**src/rtl/sd_dat_pkg.sv**
```systemverilog
// Shared SD DAT path definitions.
// Used by the FIFO and by the DAT P/S and S/P stages.
package sd_dat_pkg;
  localparam int DAT_W      = 32;
  localparam int FIFO_DEPTH = 8;

  typedef logic [DAT_W-1:0] dat_word_t;
endpackage

```
**src/rtl/sd_dat_fifo_mem.sv**
```systemverilog
// DEPTH x DAT_W register file for the DAT FIFO.
// One synchronous write port and one asynchronous read port; contents are never reset.
module sd_dat_fifo_mem
  import sd_dat_pkg::*;
#(
  parameter int DEPTH = FIFO_DEPTH,
  parameter int AW    = $clog2(DEPTH)
) (
  input  logic          clock,
  input  logic          wr_en,
  input  logic [AW-1:0] wr_addr,
  input  dat_word_t     wr_data,
  input  logic [AW-1:0] rd_addr,
  output dat_word_t     rd_data
);

  dat_word_t mem [DEPTH];

  always_ff @(posedge clock) begin
    if (wr_en) begin
      mem[wr_addr] <= wr_data;
    end
  end

  // Asynchronous read gives first-word fall-through at the FIFO head.
  assign rd_data = mem[rd_addr];

endmodule

```
**src/rtl/sd_dat_fifo.sv**
```systemverilog
// SD DAT path FIFO between the serial-to-parallel and parallel-to-serial stages.
// Define SD_DAT_FIFO_ERR_FLAGS_EN to add sticky overflow/underflow outputs.
module sd_dat_fifo
  import sd_dat_pkg::*;
#(
  parameter int DEPTH     = FIFO_DEPTH,
  parameter int AFULL_LVL = DEPTH - 2
) (
  input  logic                     clock,
  input  logic                     reset,
  input  logic                     flush,
  input  logic                     push,
  input  dat_word_t                toFifo_fromSP,
  input  logic                     pop,
  output dat_word_t                fromFifo_toPS,
  output logic                     fifo_full,
  output logic                     fifo_empty,
  output logic                     fifo_afull,
  output logic [$clog2(DEPTH):0]   count
`ifdef SD_DAT_FIFO_ERR_FLAGS_EN
  ,
  output logic                     overflow,
  output logic                     underflow
`endif
);

  localparam int AW = $clog2(DEPTH);
  localparam int CW = AW + 1;

  logic [AW-1:0] wr_ptr_q, wr_ptr_d;
  logic [AW-1:0] rd_ptr_q, rd_ptr_d;
  logic [CW-1:0] count_q, count_d;
  logic          push_acc;
  logic          pop_acc;
  logic          mem_wr_en;

  // Status is decoded from the registered count only, so push/pop never reach it.
  assign fifo_full  = (count_q == CW'(DEPTH));
  assign fifo_empty = (count_q == '0);
  assign fifo_afull = (count_q >= CW'(AFULL_LVL));
  assign count      = count_q;

  assign pop_acc   = pop && !fifo_empty;
  assign push_acc  = push && (!fifo_full || pop_acc);
  assign mem_wr_en = push_acc && !flush && !reset;

  always_comb begin
    wr_ptr_d = wr_ptr_q;
    rd_ptr_d = rd_ptr_q;
    count_d  = count_q;
    if (flush) begin
      wr_ptr_d = '0;
      rd_ptr_d = '0;
      count_d  = '0;
    end else begin
      if (push_acc) begin
        wr_ptr_d = wr_ptr_q + AW'(1);
      end
      if (pop_acc) begin
        rd_ptr_d = rd_ptr_q + AW'(1);
      end
      if (push_acc && !pop_acc) begin
        count_d = count_q + CW'(1);
      end else if (pop_acc && !push_acc) begin
        count_d = count_q - CW'(1);
      end
    end
  end

  always_ff @(posedge clock) begin
    if (reset) begin
      wr_ptr_q <= '0;
      rd_ptr_q <= '0;
      count_q  <= '0;
    end else begin
      wr_ptr_q <= wr_ptr_d;
      rd_ptr_q <= rd_ptr_d;
      count_q  <= count_d;
    end
  end

`ifdef SD_DAT_FIFO_ERR_FLAGS_EN
  logic overflow_q, overflow_d;
  logic underflow_q, underflow_d;

  // Sticky until reset; flush deliberately leaves them alone.
  always_comb begin
    overflow_d  = overflow_q | (push && !push_acc);
    underflow_d = underflow_q | (pop && !pop_acc);
  end

  always_ff @(posedge clock) begin
    if (reset) begin
      overflow_q  <= 1'b0;
      underflow_q <= 1'b0;
    end else begin
      overflow_q  <= overflow_d;
      underflow_q <= underflow_d;
    end
  end

  assign overflow  = overflow_q;
  assign underflow = underflow_q;
`endif

  sd_dat_fifo_mem #(
    .DEPTH (DEPTH),
    .AW    (AW)
  ) u_mem (
    .clock   (clock),
    .wr_en   (mem_wr_en),
    .wr_addr (wr_ptr_q),
    .wr_data (toFifo_fromSP),
    .rd_addr (rd_ptr_q),
    .rd_data (fromFifo_toPS)
  );

endmodule

```
**config.mk**
```make
export PLATFORM = sky130hd
export DESIGN_NAME = sd_dat_fifo
export DESIGN_NICKNAME = d
export VERILOG_FILES = /design/src/rtl/sd_dat_pkg.sv /design/src/rtl/sd_dat_fifo_mem.sv /design/src/rtl/sd_dat_fifo.sv
export SDC_FILE = /design/constraint.sdc
export NUM_CORES = 1
export LEC_CHECK = 0
export ABC_AREA = 0
export CORE_ASPECT_RATIO = 1.4
export CORE_MARGIN = 4
export CORE_UTILIZATION = 34
export CTS_CLUSTER_DIAMETER = 30
export CTS_CLUSTER_SIZE = 28
export DETAILED_ROUTE_END_ITERATION = 6
export HOLD_SLACK_MARGIN = 0.1
export MAX_ROUTING_LAYER = met4
export RECOVER_POWER = 50
export SYNTH_ARGS = -nofsm -noshare
export SYNTH_HDL_FRONTEND = slang
export SYNTH_SLANG_ARGS = --single-unit
```
**constraint.sdc**
```tcl
create_clock -name clock -period 5.7 [get_ports clock]
set_input_delay 1.71 -clock clock [delete_from_list [all_inputs] [get_ports clock]]
set_output_delay 1.71 -clock clock [all_outputs]
set_load 0.005 [all_outputs]
```
# Word-level counts from Yosys, hierarchy flattened
# Memories as Yosys holds them, arrays and structs flattened. A register that Yosys moved wholly into a read port is not among the register bits.
# Index checks and enable logic that the tools add are counted.
[op_classes]
n_mux = 6
n_eq_ne = 1
order_cmp = 1
add_sub_neg = 4
n_reduce_logical = 16
[ops]
columns = ["operator", "count"]
rows = [
  ["$mux W4", 2],
  ["$add A3 B1 Y3 const B", 2],
  ["$logic_and A1 B1 Y1", 6],
  ["$logic_not A1 Y1", 6],
  ["$mux W3", 2],
  ["$add A4 B1 Y4 const B", 1],
  ["$eq A4 B4 Y1 const B", 1],
  ["$ge A4 B3 Y1 const B", 1],
  ["$logic_not A4 Y1", 1],
  ["$sub A4 B1 Y4 const B", 1],
  ["$mux W1", 2],
  ["$reduce_bool A2 Y1", 1],
  ["$reduce_or A2 Y1", 1],
  ["$logic_or A1 B1 Y1", 1],
]
[totals]
mem_bits_rw = 256
ff_bits = 10
memories = 1
out_inout_bits = 39
[mem_list]
columns = ["memory", "depth", "word_bits", "rd", "rd_ports_with_merged_regs", "write_ports", "line_no", "rtl"]
rows = [
  ["u_mem.mem", 8, 32, 1, 1, 1, "sd_dat_fifo_mem.sv:17", "dat_word_t mem [DEPTH];"],
]

# Logic depth before layout (Yosys ltp)
# Gate-level depths: netlist of run 1.
[logic_depth]
word_depth = 9
depth_mapped = 10

# By module
# Synthesis of run 1 repeated with hierarchy kept, for this count alone.
[unflattened]
hier_cells = 444
area_unflattened_um2 = 10388.7
[modules_own_cells]
columns = ["mod", "instances", "cells_each", "area_per_inst_um2"]
rows = [
  ["sd_dat_fifo_mem", 1, 383, 9825.7],
  ["sd_dat_fifo", 1, 61, 563.0],
]

# Worst setup path after synthesis of run 1
# No wires, ideal clock.
[synth_timing]
kind = "in2reg"
start = "in flush"
end = "mem u_mem.mem[0][0] (netlist bit), enable pin"
path_stages = 3
setup_time_ps = 513
path_slack_ps = -250
required_time_ps = 5187
arrival_time_ps = 5437
cell_sequence = "or2_1 > clkbuf_1 > nor4b_1"
[synth_between]
elab_chain_len = 5
[synth_lines]
columns = ["item", "line_no", "rtl"]
rows = [
  ["start: declaration", "sd_dat_fifo.sv:11", "input logic flush,"],
  ["$logic_not A1 Y1", "sd_dat_fifo.sv:45", "assign mem_wr_en = push_acc && !flush && !reset;"],
  ["$logic_and A1 B1 Y1 (2 in a row)", "sd_dat_fifo.sv:45", ""],
  ["$mux W1", "sd_dat_fifo_mem.sv:20", "if (wr_en) begin"],
  ["$mux W1 (not written as such)", "sd_dat_fifo_mem.sv:21", "mem[wr_addr] <= wr_data;"],
  ["end: declaration", "sd_dat_fifo_mem.sv:17", ""],
]
# No other way between the ends.

==> results of run 1 <==
==> worst paths after layout <==
| path | from | end | slack [ps] | cells past startpoint |
|---|---|---|---|---|
| setup / recovery | flip-flop | fromFifo_toPS[6] | 1000 | 4 |
| hold reg to reg | rd_ptr_q[2] | flip-flop | 530 | 2 |
| hold / removal | rd_ptr_q[2] | flip-flop | 530 | 2 |
| setup reg to reg | count[0] | count[3] | 2210 | 10 |
==> kinds of logic (layout without fill, tap and decap cells) <==
kind of cell    Yosys count  in the layout  synth area share (%)
flops                   269            269                  77.1
mux                      98             98                  17.7
simple gates             34             34                  1.67
buf+inv                  25            178                  1.40
compound gates           10             10                 0.850
fa+ha+maj                 6              6                 0.801
xor+xnor                  6              6                 0.510
==> synth_stat cells (3+ instances only) <==
master	number
xor2_1	3
mux2_2	32
nor2_1	17
a21oi_1	3
dfxtp_1	13
nand2_1	3
clkbuf_1	11
nor4_1	4
mux4_2	64
xnor2_1	3
ha_1	5
inv_1	3
buf_6	6
edfxtp_1	256
==> power by group through the flow <==
stage | Clock [µW] | Sequential (µW) | Combinational [µW]
floorplan | 0 | 2230 | 141
global placement | 0 | 2240 | 244
detailed placement | 0 | 2250 | 251
CTS | 2700 | 2210 | 254
global route | 2790 | 2210 | 261
finish | 2630 | 2210 | 242
==> registers in the layout (all words and copies together), names as in the netlist, named ones only <==
register,cells
rd_ptr_q,3
count,4
u_mem.mem,256
wr_ptr_q,3
==> worst min-delay path: stages (launching register included) <==
cell,delay [ps]
dfxtp_1,330
xnor2_1,110
nor2_1,50
==> per-stage QoR <==
step	total power (µW)	instances	cell area (µm²)	util (%)	hold slack (ps)
6_report	5080	986	13100	43.8	527
5_1_grt	5260	986	13100	43.8	568
4_1_cts	5160	986	13200	43.9	528
3_5_place_dp	2500	904	11600	38.9	513
3_3_place_gp	2490	904	11600	38.9	511
2_1_floorplan	2370	448	10300	-	490
==> final cells by class <==
| type | count | area, µm² |
|---|---|---|
| tap | 385 | 482 |
| inverter | 4 | 15.0 |
| timing repair buffer | 92 | 908 |
| fill | 2552 | 16800 |
| clock buffer | 49 | 1160 |
| sequential | 269 | 7960 |
| multi-input combinational | 154 | 2250 |
| clock inverter | 33 | 343 |
==> layer usage <==
layer,vias up,GRT usage [%]
li1,2140,-
met1,2545,15.3
met3,55,2.75
met5,-,-
met4,0,4.27
met2,131,23.9
==> layout by cell type, fill, tap and decap left out, types with 4 or more instances in the layout <==
cell type | netlist | routed
dlygate4sd3_1 | 0 | 33
clkinv_2 | 0 | 4
clkinvlp_4 | 0 | 5
inv_6 | 0 | 13
mux2_2 | 32 | 32
nor2_1 | 17 | 14
ha_1 | 5 | 5
edfxtp_1 | 256 | 256
dfxtp_1 | 13 | 10
buf_4 | 1 | 12
clkbuf_1 | 11 | 4
clkdlybuf4s50_1 | 0 | 42
clkbuf_16 | 0 | 45
mux4_2 | 64 | 64
bufinv_16 | 0 | 4
==> flow_summary_export.csv, run 1 <==
group,metric,value,unit
yosys,synth.cell_area,10300,µm²
global_routing,grt_pass1_wl,33.0,mm
run_status,status,"finished clean",
drt,wl_met1,8.35,mm
drt,routed_wl,21.6,mm
placed_design,preCtsSetupSlack,1470,ps
drt,dr_wl_met3,903,µm
yosys,synth_top_flop_cell,"edfxtp_1",
yosys,synth_area_per_cell,23.0,µm²
power,vdd_drop_max,0.182,mV
setup_path,slowest_delay,780,ps
drt,top_layer_used,"met4",
clock_network,cts_inserted_buffers,44,
placed_design,io_buffers,75,
setup_path,end_kind,"primary output",
setup_path,critPathMaxFanout,30,
clock_network,postCtsResizedCells,0,
clock_network,cts_buffer_depth,3,
yosys,ys_types,35,
global_routing,grt_pass1_vias,5423,
floorplan,rows,75,
timing,hold_violations,0,
drt,dr_total_vias,4871,
global_routing,grt-ovfl-total,0,
clock_network,hold_buffers,0,
floorplan,start_util,34.4,%
drt,drt_pass1_iterations,6,
timing,slew_violations,0,
clock_network,insertion_delay,520,ps
power,p_clk_share,51.8,%
clock_network,h-tree-depth,2,
setup_path,critPathArrivalTime,2990,ps
floorplan,io-pin-count,76,
timing,max_freq,213,MHz
power,p_sw_share,21.2,%
cells_and_area,finalNetCount,608,
setup_path,crit_required,3990,ps
setup_path,slowest_stage,"dfxtp_4",
power,p_per_area,387,nW/µm²
floorplan,dieWidth,155,µm
yosys,synth_edf_count,256,
timing,finalSetupViolCount,0,
placed_design,gp_congestion,0.711,
setup_path,start_kind,"flip-flop",
power,cellLeakagePower,0.00416,µW
yosys,synth_seq_cells,269,
clock_network,cts-root-buf,"clkbuf_16",
floorplan,dieArea,33200,µm²
drt,ant_nets,0,
yosys,syn_nets,491,
global_routing,grt_start_max_net_pins,65,
drt,wl_per_cell,21.9,µm
timing,fin_crit,4700,ps
yosys,synth_cells,448,
yosys,synthTopCellsByArea,"edfxtp_1 (75%), mux4_2 (14%), mux2_2 (3.5%)",
yosys,async_reset_ff_share,0,%
setup_path,path_class,"flip-flop to primary output",
yosys,seq_area_frac_synth,77.1,%
power,p_switching,1080,µW
setup_path,crit_chain,"buf_4 -> mux4_2 -> mux2_2 -> clkdlybuf4s50_1",
timing,tns,0,ps
power,seq_power_share,43.4,%
power,power_frac_comb,4.8,%
timing,rsz0062_at_grt,"false",
timing,timing.slew.headroom,29.2,%
setup_path,crit_buf_inv,2,
floorplan,coreArea,29900,µm²
setup_path,crit_family,"buffers and inverters",
cells_and_area,syn_to_final_growth,27.2,%
drt,wl_met2,11.8,mm
global_routing,track_usage,13.5,%
clock_network,cts_sinks,269,
power,p_int,4000,µW
timing,fin_crit_sh,82.4,%
cells_and_area,drive_above_1_share,33.3,%
global_routing,antenna_found_initial,3,
clock_network,post-cts-setup-buffer-count,0,
cells_and_area,diodes,0,
timing,fin_worst_skew,9.94,ps
clock_network,cts_tree,"done",
drt,drtIter0Drc,254,
run,maxCapViolCount,0,
yosys,post-synth-top-area-cell,"edfxtp_1",
placed_design,hpwlAfterDp,12.6,mm
timing,setup_ws,1000,ps
timing,tightest_slew,1060,ps
yosys,yosysTopAreaCellShare,74.6,%
floorplan,die_h,214,µm
yosys,synth-warning-count,0,
min_path,hp-class,"flip-flop to flip-flop",
clock_network,path_clk_slew,60,ps
drt,viasPerCell,4.94,
drt,drc,0,
Power figures use the tool's default switching activity.
==> run 2: changes to the inputs <==
==> constraint.sdc (replaced) <==
create_clock -name clock -period 4.65 [get_ports clock]
set_input_delay 1.395 -clock clock [delete_from_list [all_inputs] [get_ports clock]]
set_output_delay 1.395 -clock clock [all_outputs]
set_load 0.005 [all_outputs]
==> run 2 against run 1 <==
  * Sequential cell count did not move
  * Cell area is 1.7% lower
  * Die area unchanged
  * Clock skew is 3.7 ps higher
  * Largest cell class unchanged
  * Sequential share of layout area grew 1.0 points
  * Combinational power up 24%
  * Sequential power rose by 22%
  * Total power rose by 14%
==> flow_summary_export.csv, run 2 (synthesized netlist as in run 1, its figures left out) <==
group,metric,value,unit
clock_network,postCtsResizedCells,0,
clock_network,cts_inserted_buffers,38,
global_routing,grt_pass1_vias,5213,
cells_and_area,syn_to_final_growth,25.1,%
global_routing,grt_pass1_wl,31.7,mm
cells_and_area,seqCellArea,7960,µm²
timing,finalSetupViolCount,0,
timing,max_freq,243,MHz
drt,wl_per_cell,21.2,µm
setup_path,critPathMaxFanout,25,
clock_network,hold_buffers,0,
drt,dr_total_vias,4689,
power,cellLeakagePower,0.00403,µW
floorplan,coreArea,29900,µm²
min_path,hold_path_depth,2,
floorplan,start_util,34.4,%
drt,drc,0,
power,vdd_drop_max,0.232,mV
timing,fin_crit,4120,ps
global_routing,track_usage,13.1,%
run_status,status,"finished clean",
global_routing,antenna_found_initial,2,
floorplan,io-pin-count,76,
clock_network,cts-root-buf,"clkbuf_16",
placed_design,placed_area,11600,µm²
clock_network,cts_tree,"done",
setup_path,end_kind,"primary output",
clock_network,h-tree-depth,2,
timing,fin_worst_skew,13.6,ps
global_routing,grt-ovfl-total,0,
cells_and_area,top_register,"u_mem.mem",
placed_design,io_buffers,75,
clock_network,post-cts-setup-buffer-count,0,
timing,slew_violations,0,
placed_design,placed_cells,900,
placed_design,hpwlAfterDp,11.6,mm
run,maxCapViolCount,0,
power,p_per_area,451,nW/µm²
timing,tightest_slew,1150,ps
timing,hold_violations,0,
drt,viasPerCell,4.82,
setup_path,start_kind,"flip-flop",
timing,hold_ws,512,ps
drt,drt_pass1_iterations,4,
placed_design,gp_congestion,0.691,
cells_and_area,stdcell_area,12900,µm²
timing,rsz0062_at_grt,"false",
cells_and_area,finalNetCount,598,
clock_network,cts_buffer_depth,3,
drt,drtIter0Drc,286,
floorplan,dieWidth,155,µm
drt,routed_wl,20.6,mm
timing,timing.slew.headroom,23.1,%
setup_path,critPathArrivalTime,2720,ps
cells_and_area,final_cell_count_no_fill,972,
cells_and_area,largest_register_ffs,256,
setup_path,crit_required,3250,ps
min_path,hp-class,"flip-flop to flip-flop",
timing,fin_crit_sh,88.5,%
floorplan,rows,75,
floorplan,dieArea,33200,µm²
clock_network,insertion_delay,520,ps
cells_and_area,drive_above_1_share,31.6,%
clock_network,path_clk_slew,60,ps
timing,tns,0,ps
floorplan,die_h,214,µm
setup_path,rr_worst_depth,10,
clock_network,cts_sinks,269,
drt,ant_nets,0,
global_routing,grt_start_max_net_pins,37,
setup_path,path_class,"flip-flop to primary output",
cells_and_area,nFillCells,2553,
cells_and_area,multi_input_area,2250,µm²
cells_and_area,final_cell_mix,"edfxtp_1 (256), mux4_2 (64), clkdlybuf4s50_1 (41), clkbuf_16 (38), dlygate4sd3_1 (34)",
cells_and_area,mostFrequentLayoutCell,"edfxtp_1",
power,design_power_total,5810,µW
-- run 2: changes by cell type in the layout (fill, tap and decap cells not counted), moves of 3 or more --
cell and change:
clkinv_4 +4, clkbuf_16 -7, inv_8 +3, inv_6 -6
buf_4 -5
-- run 2: metrics by stage --
stage	worst slack, ps	utilization (%)
final	534	43.1
after global routing	323	43.1
after CTS	431	43.2
after detailed placement	939	38.9
after global placement	969	38.9
after floorplan	-729	-
-- run 2: final cells by class --
type / count / area share [%]
Sequential cell: 269 / 61.7
Antenna cell: 2 / 0.0388
Inverter: 4 / 0.116
Clock buffer: 41 / 7.46
Tap cell: 385 / 3.74
Clock inverter: 29 / 2.45
Multi-Input combinational cell: 154 / 17.5
Timing Repair Buffer: 88 / 7.03
-- run 2: final timing paths --
kind / slack (ps) / start / end
setup / recovery: 530 / flip-flop / fromFifo_toPS[21]
hold / removal: 510 / rd_ptr_q[2] / flip-flop
setup reg to reg: 1110 / count[0] / count[3]
hold reg to reg: 510 / rd_ptr_q[2] / flip-flop
-- run 2: worst max-delay path, cell delays in order (launching register included) --
cell and delay [ps]:
dfxtp_4 600, buf_12 290, mux4_2 540, mux2_2 290, clkdlybuf4s50_1 460
-- run 2: routing by layer --
layer  GRT usage [%]  up-vias  share of wire, %
li1                -     2116                 -
met1            14.4     2453                38
met2            23.3       88                55
met3            2.56       32               3.5
met4            5.13        0               2.7
met5               -        -                 0
-- run 2: power by group --
| group | switching (µW) | internal, µW | total [µW] | leakage, µW |
|---|---|---|---|---|
| logic | 126 | 173 | 299 | 0.000999 |
| registers | 22.7 | 2670 | 2690 | 0.00241 |
| clock network | 1100 | 1720 | 2820 | 0.000619 |
